===== src/rtl/ttl08_and.sv =====
// Cycle-based 74LS08 quad 2-input AND gate for the TTL Manchester Baby model.
// Propagation delay is DELAY_CYCLES clocks, either transport or inertial (glitch filtering).
module ttl08_and #(
    parameter int DELAY_CYCLES = 2,
    parameter int INERTIAL     = 0
) (
    input  logic clk,
    input  logic rst_n,
    input  logic A1,
    input  logic B1,
    output logic Y1,
    input  logic A2,
    input  logic B2,
    output logic Y2,
    input  logic A3,
    input  logic B3,
    output logic Y3,
    input  logic A4,
    input  logic B4,
    output logic Y4
);

    logic [3:0] a_vec;
    logic [3:0] b_vec;
    logic [3:0] r_vec;
    logic [3:0] y_vec;

    assign a_vec = {A4, A3, A2, A1};
    assign b_vec = {B4, B3, B2, B1};
    assign r_vec = a_vec & b_vec;
    assign {Y4, Y3, Y2, Y1} = y_vec;

    generate
        if (DELAY_CYCLES == 0) begin : g_comb
            assign y_vec = rst_n ? r_vec : 4'b0000;

        end else if (INERTIAL == 0) begin : g_transport
            for (genvar g = 0; g < 4; g++) begin : g_gate
                if (DELAY_CYCLES == 1) begin : g_one
                    logic y_q;

                    always_ff @(posedge clk) begin
                        if (!rst_n) begin
                            y_q <= 1'b0;
                        end else begin
                            y_q <= r_vec[g];
                        end
                    end

                    assign y_vec[g] = y_q;
                end else begin : g_multi
                    // Bit 0 is the newest sample; the MSB is the delayed output stage.
                    logic [DELAY_CYCLES-1:0] sh_q;

                    always_ff @(posedge clk) begin
                        if (!rst_n) begin
                            sh_q <= '0;
                        end else begin
                            sh_q <= {sh_q[DELAY_CYCLES-2:0], r_vec[g]};
                        end
                    end

                    assign y_vec[g] = sh_q[DELAY_CYCLES-1];
                end
            end

        end else begin : g_inertial
            localparam logic [3:0] N4 = 4'(DELAY_CYCLES);

            for (genvar g = 0; g < 4; g++) begin : g_gate
                logic       pend_q;
                logic       pend_nxt;
                logic [3:0] cnt_q;
                logic [3:0] cnt_nxt;
                logic       y_q;
                logic       y_nxt;

                // Output follows the next-state counter so steady latency matches transport mode.
                always_comb begin
                    pend_nxt = pend_q;
                    cnt_nxt  = cnt_q;
                    y_nxt    = y_q;
                    if (r_vec[g] != pend_q) begin
                        pend_nxt = r_vec[g];
                        cnt_nxt  = 4'd1;
                    end else if (cnt_q < N4) begin
                        cnt_nxt = cnt_q + 4'd1;
                    end
                    if ((cnt_nxt == N4) && (pend_nxt != y_q)) begin
                        y_nxt = pend_nxt;
                    end
                end

                always_ff @(posedge clk) begin
                    if (!rst_n) begin
                        pend_q <= 1'b0;
                        cnt_q  <= 4'd0;
                        y_q    <= 1'b0;
                    end else begin
                        pend_q <= pend_nxt;
                        cnt_q  <= cnt_nxt;
                        y_q    <= y_nxt;
                    end
                end

                assign y_vec[g] = y_q;
            end
        end
    endgenerate

endmodule


===== config.mk =====
export PLATFORM = sky130hd
export DESIGN_NAME = ttl08_and
export DESIGN_NICKNAME = d
export VERILOG_FILES = /design/src/rtl/ttl08_and.sv
export SDC_FILE = /design/constraint.sdc
export NUM_CORES = 1
export LEC_CHECK = 0
export CORE_AREA = 2 2 39 41
export DETAILED_ROUTE_END_ITERATION = 8
export DIE_AREA = 0 0 41 43
export GPL_ROUTABILITY_DRIVEN = 0
export MAX_ROUTING_LAYER = met4
export PLACE_DENSITY = 0.49
export SLEW_MARGIN = 10
export SYNTH_ARGS = -nofsm -noshare
export SYNTH_HDL_FRONTEND = slang
export SYNTH_SLANG_ARGS = --single-unit

===== constraint.sdc =====
create_clock -name clk -period 0.8 [get_ports clk]
set_input_delay 0.2 -clock clk [delete_from_list [all_inputs] [get_ports clk]]
set_output_delay 0.2 -clock clk [all_outputs]
set_load 0.1 [all_outputs]

==> flow_metrics.py <==
metrics = {
    "global_route": {
        "overflow": 0,
        "antenna_found_initial": 0,
        "grt_pass1_vias": 186,
        "grt_pass1_wl_um": 634,
        "track_usage_pct": 6.30,
        "grt_max_degree": 9,
    },
    "cts": {
        "cts_tree": "yes",
        "cts_inserted_buffers": 3,
        "cts-root-buf": "clkbuf_4",
        "cts_max_path_buffers": 2,
        "htree_levels": 1,
        "cts.sinks": 8,
        "clkTransAtPathRegs_ns": 0.05,
        "cts.repair.resized": 0,
        "clkLatencyLatePin_ns": 0.25,
        "post_cts_buffers": 0,
        "ctsHoldBuffers": 0,
    },
    "logic_synthesis": {
        "synth_compound_area_share_pct": 0,
        "synth-seq-cells": 8,
        "syn-cell-area_um2": 215,
        "yosysWarnings": 0,
        "yosys.area_share.adder_pct": 0,
        "synth_xor_area_share_pct": 0,
        "synth_mux_area_share_pct": 0,
        "synth_nets": 26,
        "synth_top_family_by_area": "simple AND/OR/NAND/NOR gates",
        "syn_inst": 16,
        "yosysUniqueCellTypes": 3,
        "synth-seq-area-share_pct": 74.4,
        "syn_avg_cell_area_um2": 13.5,
        "yosys.area_share.simple_pct": 25.6,
    },
    "timing": {
        "final.min_clock_period_ns": 0.956,
        "rsz0062_at_grt": "true",
        "max_freq_mhz": 1050,
        "setup_slack_ns": -0.156,
        "drv_slew": 0,
        "fin_skew_ns": 0.0000955,
        "worst_pin_slew_ns": 0.216,
        "finalHoldViolCount": 0,
        "finalCritPeriodShare_pct": 120,
        "setup_viol": 4,
        "slew_headroom_pct": 85.6,
    },
    "worst_hold_path": {
        "min_path_type": "in -> reg",
    },
    "routing": {
        "vias": 169,
        "antenna_left": 0,
        "drt-total-wl_um": 389,
        "first_pass_iters": 1,
        "drt-wirelength-per-cell_um": 8.10,
        "vias_per_cell": 3.52,
        "drc": 0,
        "drtIter0Drc": 0,
    },
    "layout": {
        "largest_reg_flops": 8,
        "fin_area_um2": 445,
        "multi_input_area_um2": 55.1,
        "largest_register": "g_transport.g_gate.g_multi.sh_q",
        "layout_commonest_cell": "clkdlybuf4s50_1",
        "register_area_um2": 175,
        "antenna-diode-count": 0,
        "post_route_cells_drive_above_1_share_pct": 46.9,
        "fin_nets": 44,
        "top_regs": "g_transport.g_gate.g_multi.sh_q: 8 flops",
        "area_growth_pct": 107,
        "fillers": 134,
    },
    "floorplan": {
        "core_area_um2": 1380,
        "num_io_pins": 14,
        "initial_utilization_pct": 15.6,
        "die-area_um2": 1760,
        "die_y_um": 43,
        "rows": 14,
        "die_width_um": 41,
    },
    "placement": {
        "preCtsSetupSlack_ns": -0.262,
        "placed_cell_area_um2": 420,
        "io_buffers": 13,
    },
    "setup_path": {
        "critical_path_buf_inv_count": 1,
        "crit_family": "flip-flops",
        "max_stage_delay_ns": 0.34,
        "slowest_stage": "dfxtp_4",
        "worstPathRequired_ns": 0.60,
        "cp-end-kind": "output pin",
        "critPathMaxFanout": 1,
        "start_kind": "flop",
        "arrival_ns": 0.76,
        "critPathKind": "reg -> out",
        "crit_path_cell_trace": "buf_12",
    },
    "power_and_ir_drop": {
        "vdd_ir_drop_max_mv": 0.458,
        "p_leak_uw": 0.000197,
        "cellPowerDensity_nw_per_um2": 1840,
    },
    "status": {
        "violations": "setup timing",
        "status": "finished, violations left",
    },
    "job": {
        "cap_viol_max_count": 0,
    },
}
## logic make-up (layout without fill, tap and decap cells)
family        after synthesis  count (layout)
simple gates                8               8
buf+inv                     0              16
flops                       8               8
## path summary, 6_finish.rpt
kind,cells after the start,to,slack [ns],from
max,1,Y3,-0.16,g_transport.g_gate[2].g_multi.sh_q[1]$_SDFF_PN0_
min,2,g_transport.g_gate[1].g_multi.sh_q[0]$_SDFF_PN0_,0.34,rst_n
max reg2reg,1,g_transport.g_gate[2].g_multi.sh_q[1]$_SDFF_PN0_,0.23,g_transport.g_gate[2].g_multi.sh_q[0]$_SDFF_PN0_
min reg2reg,1,g_transport.g_gate[1].g_multi.sh_q[1]$_SDFF_PN0_,0.44,g_transport.g_gate[1].g_multi.sh_q[0]$_SDFF_PN0_
## where the power goes
group	total, µW	switching, µW	internal (µW)	leakage (µW)
clock network	296	126	171	0.0000138
registers	408	5.48	403	0.0000684
logic	116	51.3	64.8	0.000115
total	821	182	639	0.000197
## through the flow
step	setup TNS [ns]	hold slack (ns)	power, µW	std cells	utilization [%]
after floorplan	0	0.336	462	16	-
after global placement	-1.56	0.436	532	45	30.4
after detailed placement	-1.94	0.432	534	45	30.4
after CTS	-0.674	0.444	839	48	32.0
after global routing	-0.728	0.361	858	48	32.2
final	-0.622	0.345	821	48	32.2
## area by class of cell
type | count | area share [%]
Multi-Input combinational cell | 8 | 12.4
Tap cell | 16 | 4.49
Clock buffer | 3 | 5.06
Sequential cell | 8 | 39.3
Timing Repair Buffer | 13 | 38.8
## synthesized netlist by cell type
cell type	instances	area share [%]
dfxtp_1	8	74
and2_2	4	14
and3_1	4	12
## per-layer routing
metal	share of wire, %	routed length (µm)	track usage [%]
met5	0	0	-
met4	0	0	8.00
met1	31	121	5.21
met2	52	202	8.44
met3	17	65	3.14
Note: power is estimated with default switching activity, not from simulation.
